<file path="config.mk">
export PLATFORM = sky130hd
export DESIGN_NAME = ifft_butterfly_pipe
export DESIGN_NICKNAME = d
export VERILOG_FILES = /design/src/rtl/ifft_butterfly_pipe.sv
export SDC_FILE = /design/constraint.sdc
export NUM_CORES = 2
export LEC_CHECK = 0
export CAP_MARGIN = 5
export CORE_MARGIN = 2
export CORE_UTILIZATION = 55
export CTS_CLUSTER_DIAMETER = 30
export CTS_CLUSTER_SIZE = 24
export DETAILED_ROUTE_END_ITERATION = 12
export GPL_TIMING_DRIVEN = 1
export PLACE_DENSITY = 0.72
export SETUP_SLACK_MARGIN = 0.4
export SYNTH_ARGS = -nofsm -noshare
export SYNTH_HDL_FRONTEND = slang
export SYNTH_SLANG_ARGS = --single-unit
</file>
<file path="constraint.sdc">
create_clock -name clk -period 19.3 [get_ports clk]
set_clock_uncertainty 0.2 [all_clocks]
set_input_delay 1.93 -clock clk [delete_from_list [all_inputs] [get_ports clk]]
set_output_delay 1.93 -clock clk [all_outputs]
set_load 0.05 [all_outputs]
</file>
<file path="src/rtl/ifft_butterfly_pipe.sv">
// Three-stage radix-2 DIF inverse-FFT butterfly: A' = (A+B)/2, B' = ((A-B)/2) * conj(TW).
// Optional macro IFFT_BFLY_ROUND_EN selects round-half-up; the default build truncates (floor).
module ifft_butterfly_pipe #(
    parameter int BIT_WIDTH = 16
) (
    input  logic                        clk,
    input  logic                        reset,
    input  logic                        in_valid,
    output logic                        in_ready,
    input  logic signed [BIT_WIDTH-1:0] real_a,
    input  logic signed [BIT_WIDTH-1:0] img_a,
    input  logic signed [BIT_WIDTH-1:0] real_b,
    input  logic signed [BIT_WIDTH-1:0] img_b,
    input  logic signed [BIT_WIDTH-1:0] real_tw,
    input  logic signed [BIT_WIDTH-1:0] img_tw,
    output logic                        out_valid,
    input  logic                        out_ready,
    output logic signed [BIT_WIDTH-1:0] real_ap,
    output logic signed [BIT_WIDTH-1:0] img_ap,
    output logic signed [BIT_WIDTH-1:0] real_bp,
    output logic signed [BIT_WIDTH-1:0] img_bp,
    output logic                        ovf
);
    localparam int BW = BIT_WIDTH;
    localparam int PW = 2 * BW;
    localparam int SW = 2 * BW + 2;
    localparam logic signed [BW-1:0] MAX_V = {1'b0, {(BW-1){1'b1}}};
    localparam logic signed [BW-1:0] MIN_V = {1'b1, {(BW-1){1'b0}}};
`ifdef IFFT_BFLY_ROUND_EN
    localparam logic signed [BW+1:0] S1_RND = {{(BW+1){1'b0}}, 1'b1};
    localparam logic signed [SW-1:0] S3_RND = {{(SW-BW+1){1'b0}}, 1'b1, {(BW-2){1'b0}}};
`endif

    typedef struct packed {
        logic                 v;
        logic signed [BW-1:0] sr, si, dr, di, twr, twi;
    } s1_t;

    typedef struct packed {
        logic                 v;
        logic signed [BW-1:0] sr, si;
        logic signed [PW-1:0] p_rr, p_ii, p_ir, p_ri;
    } s2_t;

    typedef struct packed {
        logic                 v;
        logic signed [BW-1:0] rap, iap, rbp, ibp;
        logic                 ovf;
    } s3_t;

    s1_t           s1_q, s1_d;
    s2_t           s2_q, s2_d;
    s3_t           s3_q, s3_d;
    logic          advance_s;
    logic [BW:0]   re_s, im_s;

    // Halving can only leave BW range on the rounded +max - -min difference; clamp that corner.
    function automatic logic signed [BW-1:0] halve(input logic signed [BW+1:0] x);
        logic signed [BW+1:0] t;
`ifdef IFFT_BFLY_ROUND_EN
        t = (x + S1_RND) >>> 1'b1;
`else
        t = x >>> 1'b1;
`endif
        if (t[BW+1:BW-1] == {3{t[BW+1]}}) begin
            halve = t[BW-1:0];
        end else if (t[BW+1]) begin
            halve = MIN_V;
        end else begin
            halve = MAX_V;
        end
    endfunction

    // Returns {saturated, value}: Q-format realignment of a product sum back to BW bits.
    function automatic logic [BW:0] scale_sat(input logic signed [SW-1:0] x);
        logic signed [SW-1:0] t;
`ifdef IFFT_BFLY_ROUND_EN
        t = (x + S3_RND) >>> (BW - 1);
`else
        t = x >>> (BW - 1);
`endif
        if (t[SW-1:BW-1] == {(SW-BW+1){t[SW-1]}}) begin
            scale_sat = {1'b0, t[BW-1:0]};
        end else if (t[SW-1]) begin
            scale_sat = {1'b1, MIN_V};
        end else begin
            scale_sat = {1'b1, MAX_V};
        end
    endfunction

    // All stages move together whenever the output register is empty or being drained.
    always_comb begin
        advance_s = !s3_q.v || out_ready;
        re_s      = scale_sat(SW'(s2_q.p_rr) + SW'(s2_q.p_ii));
        im_s      = scale_sat(SW'(s2_q.p_ir) - SW'(s2_q.p_ri));
        s1_d      = s1_q;
        s2_d      = s2_q;
        s3_d      = s3_q;
        if (advance_s) begin
            s1_d.v    = in_valid;
            s1_d.sr   = halve((BW+2)'(real_a) + (BW+2)'(real_b));
            s1_d.si   = halve((BW+2)'(img_a) + (BW+2)'(img_b));
            s1_d.dr   = halve((BW+2)'(real_a) - (BW+2)'(real_b));
            s1_d.di   = halve((BW+2)'(img_a) - (BW+2)'(img_b));
            s1_d.twr  = real_tw;
            s1_d.twi  = img_tw;
            s2_d.v    = s1_q.v;
            s2_d.sr   = s1_q.sr;
            s2_d.si   = s1_q.si;
            s2_d.p_rr = PW'(s1_q.dr) * PW'(s1_q.twr);
            s2_d.p_ii = PW'(s1_q.di) * PW'(s1_q.twi);
            s2_d.p_ir = PW'(s1_q.di) * PW'(s1_q.twr);
            s2_d.p_ri = PW'(s1_q.dr) * PW'(s1_q.twi);
            s3_d.v    = s2_q.v;
            s3_d.rap  = s2_q.sr;
            s3_d.iap  = s2_q.si;
            s3_d.rbp  = re_s[BW-1:0];
            s3_d.ibp  = im_s[BW-1:0];
            s3_d.ovf  = s3_q.ovf | (s2_q.v & (re_s[BW] | im_s[BW]));
        end else begin
            s1_d = s1_q;
            s2_d = s2_q;
            s3_d = s3_q;
        end
    end

    // Pipeline registers; reset discards every in-flight operation.
    always_ff @(posedge clk or posedge reset) begin
        if (reset) begin
            s1_q <= '0;
            s2_q <= '0;
            s3_q <= '0;
        end else begin
            s1_q <= s1_d;
            s2_q <= s2_d;
            s3_q <= s3_d;
        end
    end

    assign in_ready  = advance_s;
    assign out_valid = s3_q.v;
    assign real_ap   = s3_q.rap;
    assign img_ap    = s3_q.iap;
    assign real_bp   = s3_q.rbp;
    assign img_bp    = s3_q.ibp;
    assign ovf       = s3_q.ovf;

endmodule

</file>
==> flow_summary.toml <==
[floorplan]
rows = 116
dieArea_um2 = 104000
die_w_um = 322
core_area_um2 = 100000
initial_core_util = 0.555
die_y_um = 322
ios = 167

[yosys]
synth_top_cell_area_share = 0.379
async_flop_share = 1.00
yosysMostFrequentCell = "inv_1"
netlist_top_cells_area = "fa_1 38%, dfrtp_1 15%, ha_1 10%"
yosys.area.top_type = "fa_1"
ys_seq_area_frac = 0.146
yosys_warnings = 0
synth_edf_count = 0
synth_nets = 7777
synthesis.area_um2 = 55600
synth_common_cells = "1236 x inv_1, 1052 x fa_1, 1006 x nand2_1"
synthDistinctLibCells = 80
syn_area_per_cell_um2 = 9.00
synth_ff_type = "dfrtp_1"
synth-seq-cells = 324
synthCells = 6175

[clock_network]
clock_sinks = 324
clk_latency_ns = 0.65
path_clk_slew_ns = 0.05
htree_levels = 3
cts-root-buf = "clkbuf_16"
cts_buffers = 89
post-cts-setup-buffers = 0
ctsResizeCount = 0
cts_max_path_buffers = 3
hold_buffers = 0
tritoncts = "built"

[routing]
wl_met3_um = 9810
first_pass_iters = 6
vias = 40800
remaining_drc_errors = 0
wl_met2_um = 65600
drt-initial-drc-count = 2658
highest_layer = "met4"
vias_per_cell = 5.37
ant_nets = 0
wl_met1_um = 57100
routed_wl_um = 138000
wl_per_cell_um = 18.1

[timing]
setup_violations = 0
drv_slew = 0
relSlewSlack = 0.162
max_freq_mhz = 133
fin_setup_tns_ns = 0
rsz0062_at_grt = "no"
hold_viol = 0
layout_min_cycle_time_ns = 7.49
worstMarginPinSlew_ns = 1.26
fin_crit_sh = 0.388

[global_routing]
grt_pass1_wl_um = 230000
grt_pass1_vias = 44000
grt_remaining_overflow = 0
grt_max_degree = 78
track_usage = 0.280
antenna_found_initial = 8

[placed_design]
place_hpwl_um = 106000
placed_cell_area_um2 = 58400
routabilityCongestion = 0.891
port_buffers = 166

[setup_path]
worstPathMaxFanout = 24
cp-start-kind = "flop"
worstPathArrival_ns = 7.76
critPathRequiredTime_ns = 19.57
worstSetupPathType = "reg -> reg"
end_kind = "flop"

[layout]
syn_to_final_growth_pct = 11.0
final_cell_area_um2 = 61700
regArea_um2 = 8120
drive_gt1_frac = 0.0432
multi_input_area_um2 = 41800
fill_cells = 8460
finalNetCount = 7828

[flow_run]
cap_violations = 0

[status]
status = "finished clean"

[hold_path]
hold_path.class = "reg -> reg"
## registers in the layout, summed over array words and instances, names as in the netlist
register   cells
out_valid      1
ovf            1
real_bp       16
s1_q          97
img_ap        16
img_bp        16
s2_q         161
real_ap       16
## critical path, cell delays in order, from the launching register on
cell     delay, ns
dfrtp_1       0.69
buf_4         0.43
and2_1        0.20
fa_1          0.40
inv_1         0.08
fa_1          0.43
fa_1          0.52
inv_1         0.06
fa_1          0.45
fa_1          0.51
inv_1         0.05
fa_1          0.48
inv_1         0.04
ha_1          0.35
a21o_1        0.19
a21o_1        0.18
a21oi_1       0.22
o21ai_0       0.15
nand2_1       0.09
o31ai_1       0.12
a221o_1       0.39
a41o_1        0.30
o211a_1       0.25
a21oi_1       0.18
xor2_1        0.22
o21ai_1       0.09
## worst paths after layout
check	start	end	slack [ns]	cells past startpoint
setup reg to reg	s1_q[38]	s2_q[62]	11.81	25
max in group asynchronous	reset	s2_q[88]	15.86	3
hold reg to reg	s2_q[32]	s2_q[32]	0.26	2
hold / removal	s2_q[32]	s2_q[32]	0.26	2
setup / recovery	s1_q[38]	s2_q[62]	11.81	25
min in group asynchronous	reset	s2_q[29]	1.58	2
## per-layer routing
metal  GRT usage  vias to the layer above
li1            -                    18700
met1       0.371                    20500
met2       0.465                     1346
met3      0.0480                      242
met4       0.103                        0
met5           0                        -
## kinds of logic (layout without fill, tap and decap cells)
| group | after synthesis | after routing | share of synthesized area |
|---|---|---|---|
| XOR/XNOR | 205 | 205 | 0.0323 |
| AO/OA/AOI/OAI | 666 | 666 | 0.0741 |
| AND/OR/NAND/NOR | 1960 | 1960 | 0.164 |
| other | 0 | 5 | 0 |
| multiplexers | 3 | 3 | 0.000653 |
| buffers and inverters | 1515 | 1640 | 0.102 |
| flip-flops | 324 | 324 | 0.146 |
| adder cells (fa/ha/maj) | 1502 | 1502 | 0.480 |
## cell type report
type | count | share of cell area
Tap cell | 1298 | 0.0263
Clock buffer | 112 | 0.0405
Multi-Input combinational cell | 4336 | 0.678
Inverter | 1238 | 0.0756
Timing Repair Buffer | 237 | 0.0356
Antenna cell | 5 | 0.000203
Sequential cell | 324 | 0.132
Clock inverter | 53 | 0.0127
## stage by stage
step                      hold slack (ns)  setup WS, ns  instances  utilization
after floorplan                     0.230          8.20       6175            -
after global placement              0.241         12.04       7433        0.583
after detailed placement            0.252         11.98       7433        0.583
after CTS                           0.259         11.90       7598        0.616
after global routing                0.286         11.39       7603        0.616
final                               0.259         11.81       7603        0.616
## cell usage in the layout, fill, tap and decap left out, types with 18 or more instances in the layout
cell type and instances:
fa_1 1052, inv_1 1234, nor3_1 35, a21o_1 81
o31ai_1 26, o21bai_1 26, dfrtp_1 317, clkbuf_16 90
o21ai_0 155, nor2b_1 25, nand3_1 29, xor2_1 61
and2_1 494, buf_4 71, and3_1 18, a21oi_1 242
nor2_1 241, xnor2_1 144, a211oi_1 18, ha_1 450
nand2b_1 44, clkdlybuf4s50_1 166, nand2_1 1006
Power is left out: the tool's default activity adds up to more than one toggle a clock period on the data nets, which glitch-free logic cannot reach.
